## src/rtl/pcm_frame_sync_pkg.sv

```systemverilog
// pcm_frame_sync_pkg: shared state encodings, counter width, default sync
// word and helpers for the PCM frame synchronizer.
package pcm_frame_sync_pkg;

  typedef enum logic [1:0] {
    FS_SEARCH   = 2'd0,
    FS_CHECK    = 2'd1,
    FS_LOCK     = 2'd2,
    FS_FLYWHEEL = 2'd3
  } fs_state_t;

  localparam int FS_CNT_W = 16;
  localparam int FS_DEFAULT_SYNC_WIDTH = 32;
  localparam logic [31:0] FS_DEFAULT_SYNC = 32'hFE6B2840;

  // A frame must hold the whole sync word plus at least one more bit, so
  // shorter programmed lengths are raised to that minimum.
  function automatic logic [FS_CNT_W-1:0] fs_eff_length(
    input logic [FS_CNT_W-1:0] len,
    input int                  sync_width
  );
    logic [FS_CNT_W-1:0] min_len;
    min_len = FS_CNT_W'(sync_width + 1);
    return (len < min_len) ? min_len : len;
  endfunction

endpackage

```

## src/rtl/pcm_frame_sync_correlator.sv

```systemverilog
// sync_correlator: shifts in the decoded bit stream and counts masked bit
// errors against a pattern. The count reflects the shift register value
// that includes the bit being presented this cycle, so the caller can act
// on it in the same clock as the bit strobe.
module sync_correlator
  import pcm_frame_sync_pkg::*;
#(
  parameter int SYNC_WIDTH = FS_DEFAULT_SYNC_WIDTH,
  parameter int ERR_W      = $clog2(SYNC_WIDTH + 1)
) (
  input  logic                  clk,
  input  logic                  reset_n,
  input  logic                  bit_en,
  input  logic                  bit_in,
  input  logic [SYNC_WIDTH-1:0] pattern,
  input  logic [SYNC_WIDTH-1:0] mask,
  output logic [ERR_W-1:0]      errors
);

  logic [SYNC_WIDTH-1:0] sr;
  logic [SYNC_WIDTH-1:0] sr_next;
  logic [SYNC_WIDTH-1:0] diff;

  assign sr_next = {sr[SYNC_WIDTH-2:0], bit_in};

  // Shift register advances only on a bit strobe; first-received bit ends up in the MSB.
  always_ff @(posedge clk or negedge reset_n) begin
    if (!reset_n) begin
      sr <= '0;
    end else if (bit_en) begin
      sr <= sr_next;
    end
  end

  // Masked popcount of the mismatch between the look-ahead window and the pattern.
  always_comb begin
    diff   = (sr_next ^ pattern) & mask;
    errors = '0;
    for (int i = 0; i < SYNC_WIDTH; i++) begin
      errors = errors + ERR_W'(diff[i]);
    end
  end

endmodule

```

## src/rtl/pcm_frame_sync.sv

```systemverilog
// pcm_frame_sync: frame synchronizer for the PCM decoder bit stream.
// Correlates a programmable sync word and tracks frame position through
// SEARCH / CHECK / LOCK / FLYWHEEL.
// Optional feature macro: PCM_FRAME_SYNC_INVERT_EN adds a second correlator
// against the complemented sync word so an inverted stream can be acquired
// and its polarity corrected; without it, inverted stays 0.
module pcm_frame_sync
  import pcm_frame_sync_pkg::*;
#(
  parameter  int SYNC_WIDTH = FS_DEFAULT_SYNC_WIDTH,
  localparam int ERR_W      = $clog2(SYNC_WIDTH + 1)
) (
  input  logic                  clk,
  input  logic                  reset_n,
  input  logic                  bitEn,
  input  logic                  bitIn,
  input  logic                  resync,
  input  logic [SYNC_WIDTH-1:0] syncPattern,
  input  logic [SYNC_WIDTH-1:0] syncMask,
  input  logic [FS_CNT_W-1:0]   frameLength,
  input  logic [3:0]            searchTol,
  input  logic [3:0]            lockTol,
  input  logic [2:0]            checkFrames,
  input  logic [2:0]            flyFrames,
  output logic                  bitOut,
  output logic                  bitEnOut,
  output logic                  frameStart,
  output logic [FS_CNT_W-1:0]   bitCount,
  output logic [1:0]            state,
  output logic                  locked,
  output logic [ERR_W-1:0]      errCount,
  output logic                  inverted
);

  fs_state_t            state_q;
  logic [2:0]           hit_cnt;
  logic [3:0]           miss_cnt;

  logic [ERR_W-1:0]     err_true;
  logic [ERR_W-1:0]     err_track;
  logic [ERR_W-1:0]     search_err;
  logic                 true_hit;
  logic                 inv_hit;
  logic                 search_hit;
  logic                 set_inv;
  logic                 track_hit;

  logic [FS_CNT_W-1:0]  len_eff;
  logic                 wrap;
  logic [2:0]           chk_eff;
  logic                 chk_reached;
  logic [3:0]           miss_next;
  logic                 fly_exceeded;

  assign state = state_q;

  sync_correlator #(
    .SYNC_WIDTH (SYNC_WIDTH),
    .ERR_W      (ERR_W)
  ) u_corr_true (
    .clk     (clk),
    .reset_n (reset_n),
    .bit_en  (bitEn),
    .bit_in  (bitIn),
    .pattern (syncPattern),
    .mask    (syncMask),
    .errors  (err_true)
  );

`ifdef PCM_FRAME_SYNC_INVERT_EN
  logic [ERR_W-1:0] err_inv;

  sync_correlator #(
    .SYNC_WIDTH (SYNC_WIDTH),
    .ERR_W      (ERR_W)
  ) u_corr_inv (
    .clk     (clk),
    .reset_n (reset_n),
    .bit_en  (bitEn),
    .bit_in  (bitIn),
    .pattern (~syncPattern),
    .mask    (syncMask),
    .errors  (err_inv)
  );

  // Polarity selection: a true match always beats an inverted one, and once inverted the tracking states follow the complemented pattern.
  always_comb begin
    true_hit   = int'(err_true) <= int'(searchTol);
    inv_hit    = int'(err_inv) <= int'(searchTol);
    search_err = (!true_hit && inv_hit) ? err_inv : err_true;
    err_track  = inverted ? err_inv : err_true;
  end
`else
  // Single-polarity build: only the true correlator exists.
  always_comb begin
    true_hit   = int'(err_true) <= int'(searchTol);
    inv_hit    = 1'b0;
    search_err = err_true;
    err_track  = err_true;
  end
`endif

  // Frame geometry and threshold decisions shared by every state.
  always_comb begin
    len_eff      = fs_eff_length(frameLength, SYNC_WIDTH);
    wrap         = (bitCount == (len_eff - 16'd1));
    search_hit   = true_hit || inv_hit;
    set_inv      = (state_q == FS_SEARCH) && !true_hit && inv_hit;
    track_hit    = int'(err_track) <= int'(lockTol);
    chk_eff      = (checkFrames == 3'd0) ? 3'd1 : checkFrames;
    chk_reached  = ({1'b0, hit_cnt} + 4'd1) >= {1'b0, chk_eff};
    miss_next    = miss_cnt + 4'd1;
    fly_exceeded = miss_next > {1'b0, flyFrames};
  end

  // Frame sync state machine with all outputs registered on the bit-strobe edge.
  always_ff @(posedge clk or negedge reset_n) begin
    if (!reset_n) begin
      state_q    <= FS_SEARCH;
      bitOut     <= 1'b0;
      bitEnOut   <= 1'b0;
      frameStart <= 1'b0;
      bitCount   <= '0;
      locked     <= 1'b0;
      errCount   <= '0;
      inverted   <= 1'b0;
      hit_cnt    <= '0;
      miss_cnt   <= '0;
    end else begin
      bitEnOut   <= bitEn;
      frameStart <= 1'b0;
      if (resync) begin
        if (bitEn) begin
          bitOut <= bitIn;
        end
        state_q  <= FS_SEARCH;
        bitCount <= '0;
        hit_cnt  <= '0;
        miss_cnt <= '0;
        locked   <= 1'b0;
        errCount <= '0;
        inverted <= 1'b0;
      end else if (bitEn) begin
        bitOut   <= bitIn ^ (inverted | set_inv);
        bitCount <= wrap ? '0 : bitCount + 16'd1;
        case (state_q)
          FS_SEARCH: begin
            errCount <= search_err;
            if (search_hit) begin
              state_q    <= FS_CHECK;
              bitCount   <= '0;
              hit_cnt    <= '0;
              frameStart <= 1'b1;
              inverted   <= set_inv;
            end
          end
          FS_CHECK: begin
            if (wrap) begin
              errCount <= err_track;
              if (track_hit) begin
                frameStart <= 1'b1;
                if (chk_reached) begin
                  state_q <= FS_LOCK;
                  locked  <= 1'b1;
                  hit_cnt <= '0;
                end else begin
                  hit_cnt <= hit_cnt + 3'd1;
                end
              end else begin
                state_q  <= FS_SEARCH;
                hit_cnt  <= '0;
                inverted <= 1'b0;
              end
            end
          end
          FS_LOCK: begin
            if (wrap) begin
              errCount <= err_track;
              if (track_hit) begin
                frameStart <= 1'b1;
              end else if (flyFrames == 3'd0) begin
                state_q  <= FS_SEARCH;
                locked   <= 1'b0;
                inverted <= 1'b0;
              end else begin
                state_q    <= FS_FLYWHEEL;
                miss_cnt   <= 4'd1;
                frameStart <= 1'b1;
              end
            end
          end
          FS_FLYWHEEL: begin
            if (wrap) begin
              errCount <= err_track;
              if (track_hit) begin
                state_q    <= FS_LOCK;
                miss_cnt   <= '0;
                frameStart <= 1'b1;
              end else if (fly_exceeded) begin
                state_q  <= FS_SEARCH;
                miss_cnt <= '0;
                locked   <= 1'b0;
                inverted <= 1'b0;
              end else begin
                miss_cnt   <= miss_next;
                frameStart <= 1'b1;
              end
            end
          end
          default: begin
            state_q <= FS_SEARCH;
          end
        endcase
      end
    end
  end

endmodule

```

## config.mk

```make
export PLATFORM = sky130hd
export DESIGN_NAME = pcm_frame_sync
export DESIGN_NICKNAME = d
export VERILOG_FILES = /design/src/rtl/pcm_frame_sync_pkg.sv /design/src/rtl/pcm_frame_sync_correlator.sv /design/src/rtl/pcm_frame_sync.sv
export SDC_FILE = /design/constraint.sdc
export NUM_CORES = 1
export LEC_CHECK = 0
export BUFFER_PORTS_ARGS = -buffer_cell sky130_fd_sc_hd__buf_2
export CAP_MARGIN = 40
export CORE_MARGIN = 10
export CORE_UTILIZATION = 28
export DETAILED_ROUTE_END_ITERATION = 16
export PLACE_DENSITY = 0.52
export SETUP_SLACK_MARGIN = 0.4
export SYNTH_ARGS = -nofsm -noshare
export SYNTH_HDL_FRONTEND = slang
export SYNTH_SLANG_ARGS = --single-unit
```

## constraint.sdc

```tcl
create_clock -name clk -period 22.6 [get_ports clk]
set_clock_uncertainty 0.2 [all_clocks]
set_input_delay 2.26 -clock clk [delete_from_list [all_inputs] [get_ports clk]]
set_output_delay 2.26 -clock clk [all_outputs]
set_load 0.03 [all_outputs]
```

==> flow_summary.json, run 1 <==
{
  "status": "finished clean",
  "io_pins": 128,
  "grt_pass1_wl_um": 24800,
  "final_util_pct": 34.9,
  "routed_wl_um": 15200,
  "cp.required_ns": 22.63,
  "dieArea_um2": 25600,
  "synth_fa_ha_area_share_pct": 15.9,
  "htree_levels": 3,
  "synth.distinct_cells": 67,
  "clk_pin_slew_ns": 0.05,
  "synthSimpleGateAreaFrac_pct": 17.8,
  "io_buffers": 126,
  "via_per_inst": 4.73,
  "clockBufferDepth": 2,
  "setup_violations": 0,
  "period_needed_ns": 9.21,
  "max-slew-margin-rel_pct": 42.8,
  "syn_avg_cell_area_um2": 9.70,
  "whs_path_depth": 2,
  "synth_top_family_by_area": "simple AND/OR/NAND/NOR gates",
  "yosys_register_bits": 65,
  "slew_viol_final": 0,
  "overflow": 0,
  "critPathCaptureType": "flop",
  "fp-row-count": 51,
  "diodes": 0,
  "fin_crit_sh_pct": 40.8,
  "synth_top_area_share_pct": 29.7,
  "critical_path_class": "input pin to flop",
  "layout.nets": 841,
  "initial_core_util_pct": 28.3,
  "gp_congestion": 0.803,
  "worst_pin_slew_ns": 0.857,
  "ys_seq_area_share_pct": 29.7,
  "fin_tns_setup_ns": 0,
  "cts_tree": "built",
  "ys.flop_type": "dfrtp_1",
  "yosys_warnings": 0,
  "synth_nets": 719,
  "grt_pass1_vias": 4656,
  "num_vias": 4525,
  "grt_max_degree": 39,
  "cts.sinks": 65,
  "cp_max_fo": 27,
  "drt_iter0_drc": 313,
  "reg2regPathDepth": 22,
  "ant_nets": 0,
  "ctsHoldBuffers": 0,
  "post_cts_resized": 0,
  "drc": 0,
  "antenna_found_initial": 0,
  "area_delta_synth_final_pct": 23.1,
  "cts_setup_buffers": 0,
  "final_layout_size_suffix_gt1_share_pct": 27.6,
  "synth_edf_count": 0,
  "dp_hpwl_um": 12400,
  "critPathArrivalTime_ns": 9.24,
  "cts_root_buf": "clkbuf_16",
  "hold_viol": 0,
  "numCtsBuffers": 9,
  "hp-class": "flop to flop",
  "die_h_um": 160,
  "yosys.area.top_type": "dfrtp_1",
  "grt_setup_unrepaired": "false",
  "synthMuxAreaShare_pct": 8.38,
  "startpoint_type": "input pin",
  "synth.area.top_cells": "dfrtp_1 (30%), fa_1 (8.8%), ha_1 (7.1%), xor2_1 (6.6%), mux2_2 (6.4%)",
  "cap_viol_max_count": 0,
  "insertion_delay_ns": 0.34,
  "dr.pass1.iters": 4,
  "synth-compound-area-share_pct": 14.6,
  "design.core.area_um2": 19300,
  "syn_area_um2": 5480,
  "die_w_um": 160,
  "fmax_mhz": 109,
  "syn-instance-count": 565,
  "async_flop_share_pct": 100,
  "grt_use_total_pct": 11.9,
  "synth-xor-area-share_pct": 8.47,
  "routedWlPerCell_um": 15.9
}
per-stage QoR:
step | cells | hold WS (ns) | setup slack (ns) | area (µm²)
5_1_grt | 957 | 0.359 | 12.91 | 6740
4_1_cts | 957 | 0.324 | 13.37 | 6740
2_1_floorplan | 565 | 0.301 | 13.57 | 5480
3_3_place_gp | 939 | 0.304 | 13.14 | 6370
6_report | 957 | 0.315 | 13.39 | 6740
3_5_place_dp | 941 | 0.308 | 13.06 | 6410
sequential cells by signal, summed over array words and instances, names as in the netlist:
register and cells:
state 2, locked 1, miss_cnt 4, bitCount 16, errCount 6, bitEnOut 1
u_corr_true.sr 31, hit_cnt 3, frameStart 1
area by class of cell:
class / count / area [µm²]
Clock buffer: 12 / 256
Inverter: 51 / 191
Multi-Input combinational cell: 430 / 3570
Fill cell: 2012 / 12600
Tap cell: 265 / 332
Timing Repair Buffer: 130 / 686
Clock inverter: 4 / 75.1
Sequential cell: 65 / 1630
layer usage:
metal / wire (µm) / global-route usage [%] / share of wire, %
met1: 7270 / 15.7 / 48
met2: 7060 / 18.7 / 46
met3: 615 / 2.42 / 4.0
met4: 278 / 4.67 / 1.8
met5: 0 / 0 / 0
worst paths after layout:
path | slack, ns | endpoint | start
max in group asynchronous | 19.90 | frameStart$_DFF_PN0_ | reset_n
min reg2reg | 0.32 | errCount[1]$_DFFE_PN0P_ | errCount[1]$_DFFE_PN0P_
min | 0.32 | errCount[1]$_DFFE_PN0P_ | errCount[1]$_DFFE_PN0P_
max reg2reg | 15.00 | bitCount[1]$_DFFE_PN0N_ | u_corr_true.sr[0]$_DFFE_PN0P_
min in group asynchronous | 1.76 | u_corr_true.sr[19]$_DFFE_PN0P_ | reset_n
max | 13.39 | bitCount[1]$_DFFE_PN0N_ | syncPattern[1]
cell usage after synthesis, types with 6 or more instances:
cell      count
dfrtp_1      65
inv_1        51
xor2_1       41
nand2_1      38
ha_1         31
mux2_2       31
nor2_1       26
fa_1         24
and2_1       21
a21oi_1      19
o21a_1       16
and3_1       13
nor3b_1      13
nand3_1      12
o311ai_1     12
xnor2_1      12
clkbuf_1     11
mux2i_1      11
o21ai_0      11
nand4_1      10
nor3_1        9
a21o_1        6
nor2b_1       6
worst max-delay path: stages:
cell     delay (ns)
buf_2          0.10
xor2_1         0.15
and2_1         0.16
ha_1           0.27
inv_1          0.05
fa_1           0.51
fa_1           0.54
inv_1          0.05
fa_1           0.50
fa_1           0.52
fa_1           0.52
fa_1           0.53
fa_1           0.48
a21o_1         0.21
a21oi_1        0.21
xnor2_1        0.22
ha_1           0.32
a21oi_1        0.15
o21ai_0        0.09
a21oi_1        0.27
a21o_1         0.74
nor2_1         0.12
a22o_1         0.26
logic make-up after synthesis:
kind of cell             after synthesis
AO/OA/AOI/OAI                        104
flip-flops                            65
multiplexers                          42
XOR/XNOR                              53
AND/OR/NAND/NOR                      175
buffers and inverters                 70
other                                  1
adder cells (fa/ha/maj)               55
placed cells by master, fill, tap and decap left out, types with 3 or more instances in the layout:
| cell | count |
|---|---|
| nor2b_1 | 6 |
| nor3b_1 | 13 |
| xnor2_1 | 12 |
| xor2_1 | 41 |
| o2111ai_1 | 3 |
| nand4_1 | 10 |
| a21o_1 | 6 |
| nor4_2 | 3 |
| o21a_1 | 16 |
| nand2_1 | 38 |
| nor2_1 | 26 |
| o31ai_1 | 5 |
| o211ai_1 | 3 |
| mux2i_1 | 11 |
| nor3_1 | 9 |
| or2_2 | 4 |
| fa_1 | 24 |
| clkbuf_16 | 9 |
| nor4_1 | 5 |
| ha_1 | 31 |
| o21ai_0 | 11 |
| mux2_2 | 31 |
| buf_2 | 126 |
| a21oi_1 | 19 |
| inv_1 | 51 |
| or3_1 | 4 |
| dfrtp_1 | 65 |
| o311ai_1 | 12 |
| nand3_1 | 12 |
| and2_1 | 21 |
| and3_1 | 13 |
Power of run 1 is left out: the tool's default activity adds up to more than one toggle a clock period on the data nets, which glitch-free logic cannot reach.
==> run 2: changes to the inputs <==
ABC_AREA = 1   (was default)
clock period = 9.6 ns   (was 22.6 ns; I/O delays follow)
==> flow_summary.json, run 2 <==
{
  "final_cell_mix": "nand2_1 (199), buf_2 (126), inv_1 (117)",
  "yosys_register_bits": 65,
  "antenna_found_initial": 1,
  "ys.flop_type": "dfrtp_1",
  "ys_seq_area_share_pct": 29.7,
  "fin_crit_sh_pct": 77.0,
  "critPathCaptureType": "flop",
  "grt_max_degree": 48,
  "die_w_um": 160,
  "syn-instance-count": 754,
  "p_leak_uw": 0.00358,
  "fill_cells": 2109,
  "critPathArrivalTime_ns": 7.41,
  "yosys_warnings": 0,
  "area_delta_synth_final_pct": 23.5,
  "cts_root_buf": "clkbuf_16",
  "design.core.area_um2": 19300,
  "fin_tns_setup_ns": 0,
  "initial_core_util_pct": 28.4,
  "cp_max_fo": 7,
  "dieArea_um2": 25600,
  "syn_avg_cell_area_um2": 7.27,
  "p_seq_share_pct": 14.3,
  "rr_endpoint": "miss_cnt[1]$_DFFE_PN0P_",
  "regArea_um2": 1630,
  "p_comb_share_pct": 71.5,
  "startpoint_type": "input pin",
  "routedWlPerCell_um": 13.3,
  "hp-class": "flop to flop",
  "crit_path_end": "miss_cnt[1]$_DFFE_PN0P_",
  "io_pins": 128,
  "power_density_nw_per_um2": 371,
  "synth.distinct_cells": 44,
  "synth_top_area_share_pct": 29.7,
  "overflow": 0,
  "routed_wl_um": 15400,
  "fmax_mhz": 135,
  "ctsHoldBuffers": 0,
  "layout_commonest_cell": "nand2_1",
  "setup_violations": 0,
  "worst-path-buf-inv": 4,
  "cap_viol_max_count": 0,
  "p_clk_share_pct": 14.1,
  "cts.sinks": 65,
  "syn_area_um2": 5480,
  "htree_levels": 3,
  "insertion_delay_ns": 0.34,
  "max-vdd-ir-drop_v": 0.000248,
  "fin_area_um2": 6770,
  "grt_pass1_vias": 5134,
  "status": "finished clean",
  "grt_use_total_pct": 12.1,
  "dr.pass1.iters": 4,
  "io_buffers": 126,
  "finalPower_uw": 2510,
  "final_util_pct": 35.0,
  "worst_pin_slew_ns": 0.634,
  "path_depth": 27,
  "final_layout_size_suffix_gt1_share_pct": 20.1,
  "r2r_slack_ns": 2.52,
  "critPathMaxStageDelay_ns": 0.54,
  "multiInputGateArea_um2": 3340,
  "hold_viol": 0,
  "via_per_inst": 4.31,
  "clockBufferDepth": 2,
  "sw_frac_of_total_pct": 50.2,
  "gp_congestion": 0.843,
  "drt_iter0_drc": 152,
  "clk_pin_slew_ns": 0.05,
  "reg2regPathDepth": 26,
  "crit_path_top_delay_cell": "fa_1",
  "internal-power_uw": 1250,
  "dp_hpwl_um": 12900,
  "numCtsBuffers": 9,
  "drc": 0,
  "largest_reg_flops": 31,
  "grt_setup_unrepaired": "false",
  "p_sw_uw": 1260,
  "fp-row-count": 51,
  "yosys.area.top_type": "dfrtp_1",
  "cts_tree": "built",
  "post_dp_cell_area_um2": 6460,
  "period_needed_ns": 7.39,
  "cp_top_family": "adder cells",
  "slew_viol_final": 0,
  "yosysMostFrequentCell": "nand2_1",
  "num_vias": 4965,
  "rr_startpoint": "u_corr_true.sr[0]$_DFFE_PN0P_",
  "cts_setup_buffers": 0,
  "synth.area.top_cells": "dfrtp_1 (30%), nand2_1 (14%), fa_1 (8.8%), inv_1 (8.0%), ha_1 (7.1%)",
  "die_h_um": 160,
  "cp.required_ns": 9.62,
  "grt_pass1_wl_um": 25300,
  "regMostFlops": "u_corr_true.sr",
  "ys_top_cells_by_count": "nand2_1 (199), inv_1 (117), nor2_1 (89)",
  "top_regs": "u_corr_true.sr: 31 flops, bitCount: 16 flops, errCount: 6 flops",
  "layout.nets": 1037,
  "async_flop_share_pct": 100,
  "post_cts_resized": 0,
  "cp-startpoint": "syncPattern[0]",
  "synth_edf_count": 0,
  "crit_path_frequent_cell": "fa_1",
  "max-slew-margin-rel_pct": 57.7,
  "synth_nets": 908,
  "critical_path_class": "input pin to flop",
  "ant_nets": 0
}
[run 2: area by class of cell]
class,instances,share of cell area [%]
multi-input combinational,555,49.3
inverter,122,6.76
timing repair buffer,130,10.3
clock inverter,3,0.961
tap,265,4.90
sequential,65,24.0
clock buffer,12,3.64
antenna,1,0.0370
[run 2: worst min-delay path, cell delays in order (launching register included)]
cell and delay, ns:
dfrtp_1 0.34, nand2_1 0.05, nand2_1 0.05
[run 2: through the flow]
step | worst slack (ns) | cells | hold WS, ns
finish | 2.21 | 1153 | 0.275
floorplan | 2.35 | 754 | 0.257
global placement | 1.92 | 1135 | 0.264
CTS | 2.17 | 1152 | 0.278
global route | 1.70 | 1152 | 0.298
detailed placement | 1.84 | 1137 | 0.264
[run 2: kinds of logic (layout without fill, tap and decap cells)]
group,after synthesis,count (layout),synth area share (%)
AND/OR/NAND/NOR,371,371,28.9
buffers and inverters,134,267,9.40
AO/OA/AOI/OAI,96,96,10.5
flip-flops,65,65,29.7
adder cells (fa/ha/maj),55,55,15.8
XOR/XNOR,32,32,5.62
other,1,2,0.0684
[run 2: power groups by stage]
stage,sequential (µW),clock (µW),combinational (µW)
after CTS,361,362,1840
after global routing,367,374,2140
after detailed placement,365,0,1830
final,360,355,1800
after floorplan,389,0,1390
after global placement,365,0,1800
[run 2: metal layers]
layer / wire, µm / track usage, % / up-vias
met1: 7230 / 15.0 / 2206
met3: 936 / 3.73 / 14
met5: 0 / 0 / -
met4: 172 / 3.13 / 0
li1: - / - / 2626
met2: 7030 / 19.9 / 119
[run 2: worst min-delay path by stage]
stage	cells past startpoint	from	slack (ns)	endpoint
floorplan	2	miss_cnt[3]$_DFFE_PN0P_	0.26	miss_cnt[3]$_DFFE_PN0P_
global placement	2	errCount[5]$_DFFE_PN0P_	0.26	errCount[5]$_DFFE_PN0P_
detailed placement	2	errCount[5]$_DFFE_PN0P_	0.26	errCount[5]$_DFFE_PN0P_
CTS	2	errCount[5]$_DFFE_PN0P_	0.28	errCount[5]$_DFFE_PN0P_
global route	2	errCount[0]$_DFFE_PN0P_	0.30	errCount[0]$_DFFE_PN0P_
finish	2	locked$_DFFE_PN0P_	0.28	locked$_DFFE_PN0P_
(Power assumes the default switching activity.)
